`src/rtl/img_pkg.sv`:
```
// Shared definitions for the dual-bank image BRAM loader.
//   DW, AW          pixel width and address width (BRAM port A and external memory)
//   COLS, ROWS      image geometry; COLS is also the BRAM row stride
//   BANK2_OFS       external-memory base of the bank-2 image (bank-1 base is 0)
//   state_t         loader control states
package img_pkg;

    localparam int DW        = 8;
    localparam int AW        = 8;
    localparam int COLS      = 4;
    localparam int ROWS      = 12;
    localparam int BANK2_OFS = 50;

    typedef enum logic [1:0] {
        IDLE = 2'd0,
        LOAD = 2'd1,
        DONE = 2'd2
    } state_t;

endpackage

```
`src/rtl/colmajor_addr_gen.sv`:
```
// Column-major address generator for the image loader.
// Walks the source image linearly (idx) while row advances fastest and col
// steps each time row wraps, so the BRAM target is col + N_COLS*row.
// Ports:
//   clk, reset   clock and synchronous active-high reset
//   clear        reload all counters to 0 (start of a new load)
//   advance      step to the next pixel
//   idx          linear source index (modulo 2^ADDR_W)
//   addr         BRAM target address for the current pixel
//   last         current pixel is row=N_ROWS-1, col=N_COLS-1
module colmajor_addr_gen #(
    parameter int ADDR_W = 8,
    parameter int N_COLS = 4,
    parameter int N_ROWS = 12
) (
    input  logic              clk,
    input  logic              reset,
    input  logic              clear,
    input  logic              advance,
    output logic [ADDR_W-1:0] idx,
    output logic [ADDR_W-1:0] addr,
    output logic              last
);

    // One spare code keeps the widths non-zero for single-row/column images.
    localparam int RW = $clog2(N_ROWS + 1);
    localparam int CW = $clog2(N_COLS + 1);

    logic [RW-1:0] row;
    logic [CW-1:0] col;

    logic row_last;
    logic col_last;

    assign row_last = (row == RW'(N_ROWS - 1));
    assign col_last = (col == CW'(N_COLS - 1));
    assign last     = row_last && col_last;

    assign addr = ADDR_W'(col) + ADDR_W'(N_COLS) * ADDR_W'(row);

    // NOTE: sequential state uses non-blocking assignments so every register
    // samples pre-edge values regardless of statement order.
    always_ff @(posedge clk) begin
        if (reset || clear) begin
            idx <= '0;
            row <= '0;
            col <= '0;
        end else if (advance) begin
            idx <= idx + 1'b1;
            if (row_last) begin
                row <= '0;
                col <= col_last ? '0 : col + 1'b1;
            end else begin
                row <= row + 1'b1;
            end
        end
    end

endmodule

```
`src/rtl/bram_image_loader.sv`:
```
// Loads two images from external pixel memory into the dual-bank BRAMs of the
// 3x3 window engine. Pixels are read linearly and written column-major,
// both banks in lock-step, then complete is raised.
// Ports:
//   clk, reset            clock, synchronous active-high reset
//   start                 begin a load (honoured only in IDLE or DONE)
//   ext_ready             external memory accepts a read this cycle
//   ext_rd_en             read strobe to external memory
//   ext_adr1, ext_adr2    bank-1 / bank-2 source addresses
//   ext_data1, ext_data2  read data, valid the cycle after ext_rd_en
//   ena, wea1, wea2       BRAM port-A enable and write enables
//   addra1, addra2        BRAM write addresses (identical)
//   dina1, dina2          BRAM write data
//   complete              load finished, held until the next start
module bram_image_loader
    import img_pkg::*;
#(
    parameter int DW        = img_pkg::DW,
    parameter int AW        = img_pkg::AW,
    parameter int COLS      = img_pkg::COLS,
    parameter int ROWS      = img_pkg::ROWS,
    parameter int BANK2_OFS = img_pkg::BANK2_OFS
) (
    input  logic          clk,
    input  logic          reset,
    input  logic          start,
    input  logic          ext_ready,
    output logic          ext_rd_en,
    output logic [AW-1:0] ext_adr1,
    output logic [AW-1:0] ext_adr2,
    input  logic [DW-1:0] ext_data1,
    input  logic [DW-1:0] ext_data2,
    output logic          ena,
    output logic          wea1,
    output logic          wea2,
    output logic [AW-1:0] addra1,
    output logic [AW-1:0] addra2,
    output logic [DW-1:0] dina1,
    output logic [DW-1:0] dina2,
    output logic          complete
);

    localparam int N = ROWS * COLS;

    if (N - 1 + BANK2_OFS >= (1 << AW) || N > (1 << AW)) begin : g_width_check
        $error("bram_image_loader: image does not fit in AW-bit address space");
    end

    state_t state;
    state_t state_nxt;

    logic          clear;
    logic          issue;
    logic          issued_all;   // final read of this load has been issued
    logic          pend_valid;   // write stage holds a pixel to store
    logic [AW-1:0] pend_addr;
    logic [AW-1:0] idx;
    logic [AW-1:0] gen_addr;
    logic          gen_last;

    colmajor_addr_gen #(
        .ADDR_W (AW),
        .N_COLS (COLS),
        .N_ROWS (ROWS)
    ) u_addr_gen (
        .clk     (clk),
        .reset   (reset),
        .clear   (clear),
        .advance (issue),
        .idx     (idx),
        .addr    (gen_addr),
        .last    (gen_last)
    );

    assign issue = (state == LOAD) && ext_ready && !issued_all;

    // NOTE: every always_comb output gets a default first, so no path can
    // leave a signal unassigned and infer a latch.
    always_comb begin
        state_nxt = state;
        clear     = 1'b0;
        case (state)
            IDLE, DONE: begin
                if (start) begin
                    state_nxt = LOAD;
                    clear     = 1'b1;
                end
            end
            LOAD: begin
                // The write now in flight is the last one once all reads are out.
                if (issued_all && pend_valid) begin
                    state_nxt = DONE;
                end
            end
            default: state_nxt = IDLE;
        endcase
    end

    always_ff @(posedge clk) begin
        if (reset) begin
            state      <= IDLE;
            issued_all <= 1'b0;
            pend_valid <= 1'b0;
            pend_addr  <= '0;
        end else begin
            state      <= state_nxt;
            pend_valid <= issue;
            if (issue) begin
                pend_addr <= gen_addr;
            end
            if (clear) begin
                issued_all <= 1'b0;
            end else if (issue && gen_last) begin
                issued_all <= 1'b1;
            end
        end
    end

    // Address/data buses are forced to 0 outside their strobe cycles so the
    // idle interface is quiet.
    assign ext_rd_en = issue;
    assign ext_adr1  = issue ? idx : '0;
    assign ext_adr2  = issue ? idx + AW'(BANK2_OFS) : '0;

    assign ena    = pend_valid;
    assign wea1   = pend_valid;
    assign wea2   = pend_valid;
    assign addra1 = pend_valid ? pend_addr : '0;
    assign addra2 = pend_valid ? pend_addr : '0;
    assign dina1  = pend_valid ? ext_data1 : '0;
    assign dina2  = pend_valid ? ext_data2 : '0;

    assign complete = (state == DONE);

endmodule

```
`config.mk`:
```
export PLATFORM = sky130hd
export DESIGN_NAME = bram_image_loader
export DESIGN_NICKNAME = d
export VERILOG_FILES = /design/src/rtl/img_pkg.sv /design/src/rtl/colmajor_addr_gen.sv /design/src/rtl/bram_image_loader.sv
export SDC_FILE = /design/constraint.sdc
export NUM_CORES = 1
export LEC_CHECK = 0
export BUFFER_PORTS_ARGS = -buffer_cell sky130_fd_sc_hd__buf_2
export CORE_ASPECT_RATIO = 0.7
export CORE_MARGIN = 2
export CORE_UTILIZATION = 50
export DETAILED_ROUTE_END_ITERATION = 16
export GPL_ROUTABILITY_DRIVEN = 1
export PLACE_DENSITY_LB_ADDON = 0.08
export SYNTH_ARGS = -nofsm -noshare
export SYNTH_HDL_FRONTEND = slang
export SYNTH_SLANG_ARGS = --single-unit
```
`constraint.sdc`:
```
create_clock -name clk -period 3.3 [get_ports clk]
set_clock_uncertainty 0.2 [all_clocks]
set_input_delay 0.33 -clock clk [delete_from_list [all_inputs] [get_ports clk]]
set_output_delay 0.33 -clock clk [all_outputs]
set_load 0.005 [all_outputs]
```
==> results.sh <==
export IMPL_die_area_um2=3580
export IMPL_switching_share_pct=23.4
export IMPL_drtIter0Drc=66
export IMPL_clock_latency_ns=0.27
export IMPL_cp_top_family="flip-flops"
export IMPL_hpwlAfterDp_mm=2.50
export IMPL_final_net_count=279
export IMPL_cap_violations=0
export IMPL_grt_pass1_wl_mm=5.60
export IMPL_critPathLaunchType="flop"
export IMPL_worstMarginPinSlew_ns=0.660
export IMPL_fmax_ghz=0.444
export IMPL_grt_max_degree=37
export IMPL_cts_buffers=3
export IMPL_slew_headroom_pct=56.0
export IMPL_critical_path_class="reg2out"
export IMPL_path_max_fanout=7
export IMPL_cts_max_level=1
export IMPL_wl_per_cell_um=11.7
export IMPL_synth_ff_type="dfxtp_1"
export IMPL_p_leak_nw=0.880
export IMPL_pwr_share_seq_pct=58.8
export IMPL_drv_slew=0
export IMPL_drt_wl_total_mm=3.35
export IMPL_cts_tree="built"
export IMPL_antenna_found_initial=0
export IMPL_r2r_setup_slack_ns=1.43
export IMPL_slowest_delay_ns=0.44
export IMPL_hold_viol=0
export IMPL_endpoint_kind="primary output"
export IMPL_fp_dieH_um=50.6
export IMPL_layout_drive_gt1_share_pct=29.5
export IMPL_post_route_drc_count=0
export IMPL_yosys_top_cells_area="dfxtp_1 33%, and2_1 12%, a21oi_1 6.8%"
export IMPL_area_growth_pct=18.8
export IMPL_num_io_pins=73
export IMPL_pwr_share_clk_pct=31.9
export IMPL_synth_top_area_cell="dfxtp_1"
export IMPL_cts_root_buf="clkbuf_8"
export IMPL_critPathBufInv=1
export IMPL_design_area_um2=1850
export IMPL_switching_power_uw=129
export IMPL_rows=16
export IMPL_grt_overflow=0
export IMPL_p_int_uw=421
export IMPL_netlist_area_leader_share_pct=33.5
export IMPL_vias=1475
export IMPL_antenna_cells=0
export IMPL_finalSetupViolCount=0
export IMPL_initial_core_util_pct=53.9
export IMPL_hp_class="in2reg"
export IMPL_place_congestion=0.766
export IMPL_syn_inst=202
export IMPL_drt_pre_antenna_iters=4
export IMPL_final_cell_mix="70 x buf_2, 29 x and2_1, 26 x dfxtp_1"
export IMPL_seq_area_frac_synth_pct=33.5
export IMPL_status="complete, no violations"
export IMPL_core_area_um2=2880
export IMPL_grtUsageTotal_pct=19.1
export IMPL_synth_avg_cell_area_um2=7.69
export IMPL_post_cts_buffers=0
export IMPL_crit_slowest_cell="dfxtp_1"
export IMPL_critical_path_required_ns=2.77
export IMPL_rsz0062_at_grt="false"
export IMPL_viasPerCell=5.14
export IMPL_period_share_pct=68.3
export IMPL_holdWs_ns=0.154
export IMPL_synth_edf_count=0
export IMPL_synth_distinct_cells=29
export IMPL_ir_drop_mv=0.211
export IMPL_p_per_area_nw_per_um2=298
export IMPL_fin_crit_ns=2.25
export IMPL_cts_hold_fix_buffers=0
export IMPL_async_flop_share_pct=0
export IMPL_fin_tns_setup_ns=0
export IMPL_die_w_um=70.6
export IMPL_cts_sinks=26
export IMPL_synth_area_um2=1550
export IMPL_clock_path_buffers=2
export IMPL_drtAntennaViolNets=0
export IMPL_crit_arrival_ns=1.72
export IMPL_p_comb_share_pct=9.2
export IMPL_placed_area_um2=1810
export IMPL_yosys_warnings=0
export IMPL_synth_seq_cells=26
export IMPL_grt_pass1_vias=1263
export IMPL_final_common_cell="buf_2"
export IMPL_crit_chain="ha_1 > a211oi_1 > or3_1 > a21oi_1 > buf_2"
export IMPL_ctsResizeCount=0
export IMPL_port_buffers=70
export IMPL_n_fill_cell=291
export IMPL_clk_pin_slew_ns=0.08
-- area by class of cell --
cell class	instances	area (um2)	area share [%]
Clock buffer	3	41.3	2.24
Inverter	9	33.8	1.83
Multi-Input combinational cell	142	848	45.9
Sequential cell	26	520	28.2
Tap cell	36	45.0	2.44
Timing Repair Buffer	71	358	19.4
-- routing by layer --
metal  global-route usage (%)  wire length, um  part of all wire (%)  vias to the layer above
li1                         -                -                     -                      770
met1                     26.4             1710                    51                      664
met2                     31.0             1460                    44                       41
met3                     5.22              178                   5.3                        0
met4                     1.89                0                     0                        0
met5                        0                0                     0                        -
-- metrics by stage --
step | utilization [%] | worst slack, ns | instances | power, mW
2_1_floorplan | - | 1.55 | 203 | 0.362
3_3_place_gp | 62.6 | 1.36 | 284 | 0.381
3_5_place_dp | 62.6 | 1.35 | 284 | 0.382
4_1_cts | 64.1 | 1.05 | 287 | 0.558
5_1_grt | 64.1 | 0.878 | 287 | 0.574
6_report | 64.1 | 1.05 | 287 | 0.550
-- cells in the mapped netlist (all sizes together) (2+ instances only) --
master / n
a211oi: 2
a21oi: 21
a311oi: 2
a31oi: 2
and2: 29
buf: 22
clkbuf: 4
dfxtp: 26
ha: 6
inv: 9
nand2: 18
nand3: 8
nor2: 13
nor2b: 3
o21ai: 8
o31ai: 4
or3: 4
or4: 6
xnor2: 6
-- power groups by stage --
stage                     Sequential [mW]  Combinational, mW  Clock [mW]
after floorplan                     0.328             0.0342           0
after global placement              0.331             0.0507           0
after detailed placement            0.331             0.0510           0
after CTS                           0.324             0.0512       0.184
after global routing                0.325             0.0572       0.192
final                               0.323             0.0508       0.176
-- sequential cells by signal, summed over array words and instances, names as in the netlist --
| register | flops |
|---|---|
| pend_addr | 7 |
| state | 2 |
| u_addr_gen.col | 3 |
| issued_all | 1 |
| u_addr_gen.row | 4 |
| u_addr_gen.idx | 8 |
| ena | 1 |
-- cell families (layout without fill, tap and decap cells) --
logic type | after synthesis | count (layout) | synth area share [%]
compound gates | 41 | 41 | 15.3
other cells | 1 | 2 | 0.241
flops | 26 | 26 | 33.5
buf+inv | 35 | 83 | 12.2
simple gates | 86 | 86 | 30.0
xor+xnor | 7 | 7 | 3.95
fa+ha+maj | 6 | 6 | 4.83
-- worst paths after layout --
check / endpoint / from / cells past startpoint
setup reg to reg: u_addr_gen.row[3] / issued_all / 4
hold reg to reg: pend_addr[1] / pend_addr[1] / 2
setup / recovery: ext_adr2[7] / u_addr_gen.idx[1] / 5
hold / removal: pend_addr[1] / reset / 2
(Power assumes the default switching activity.)
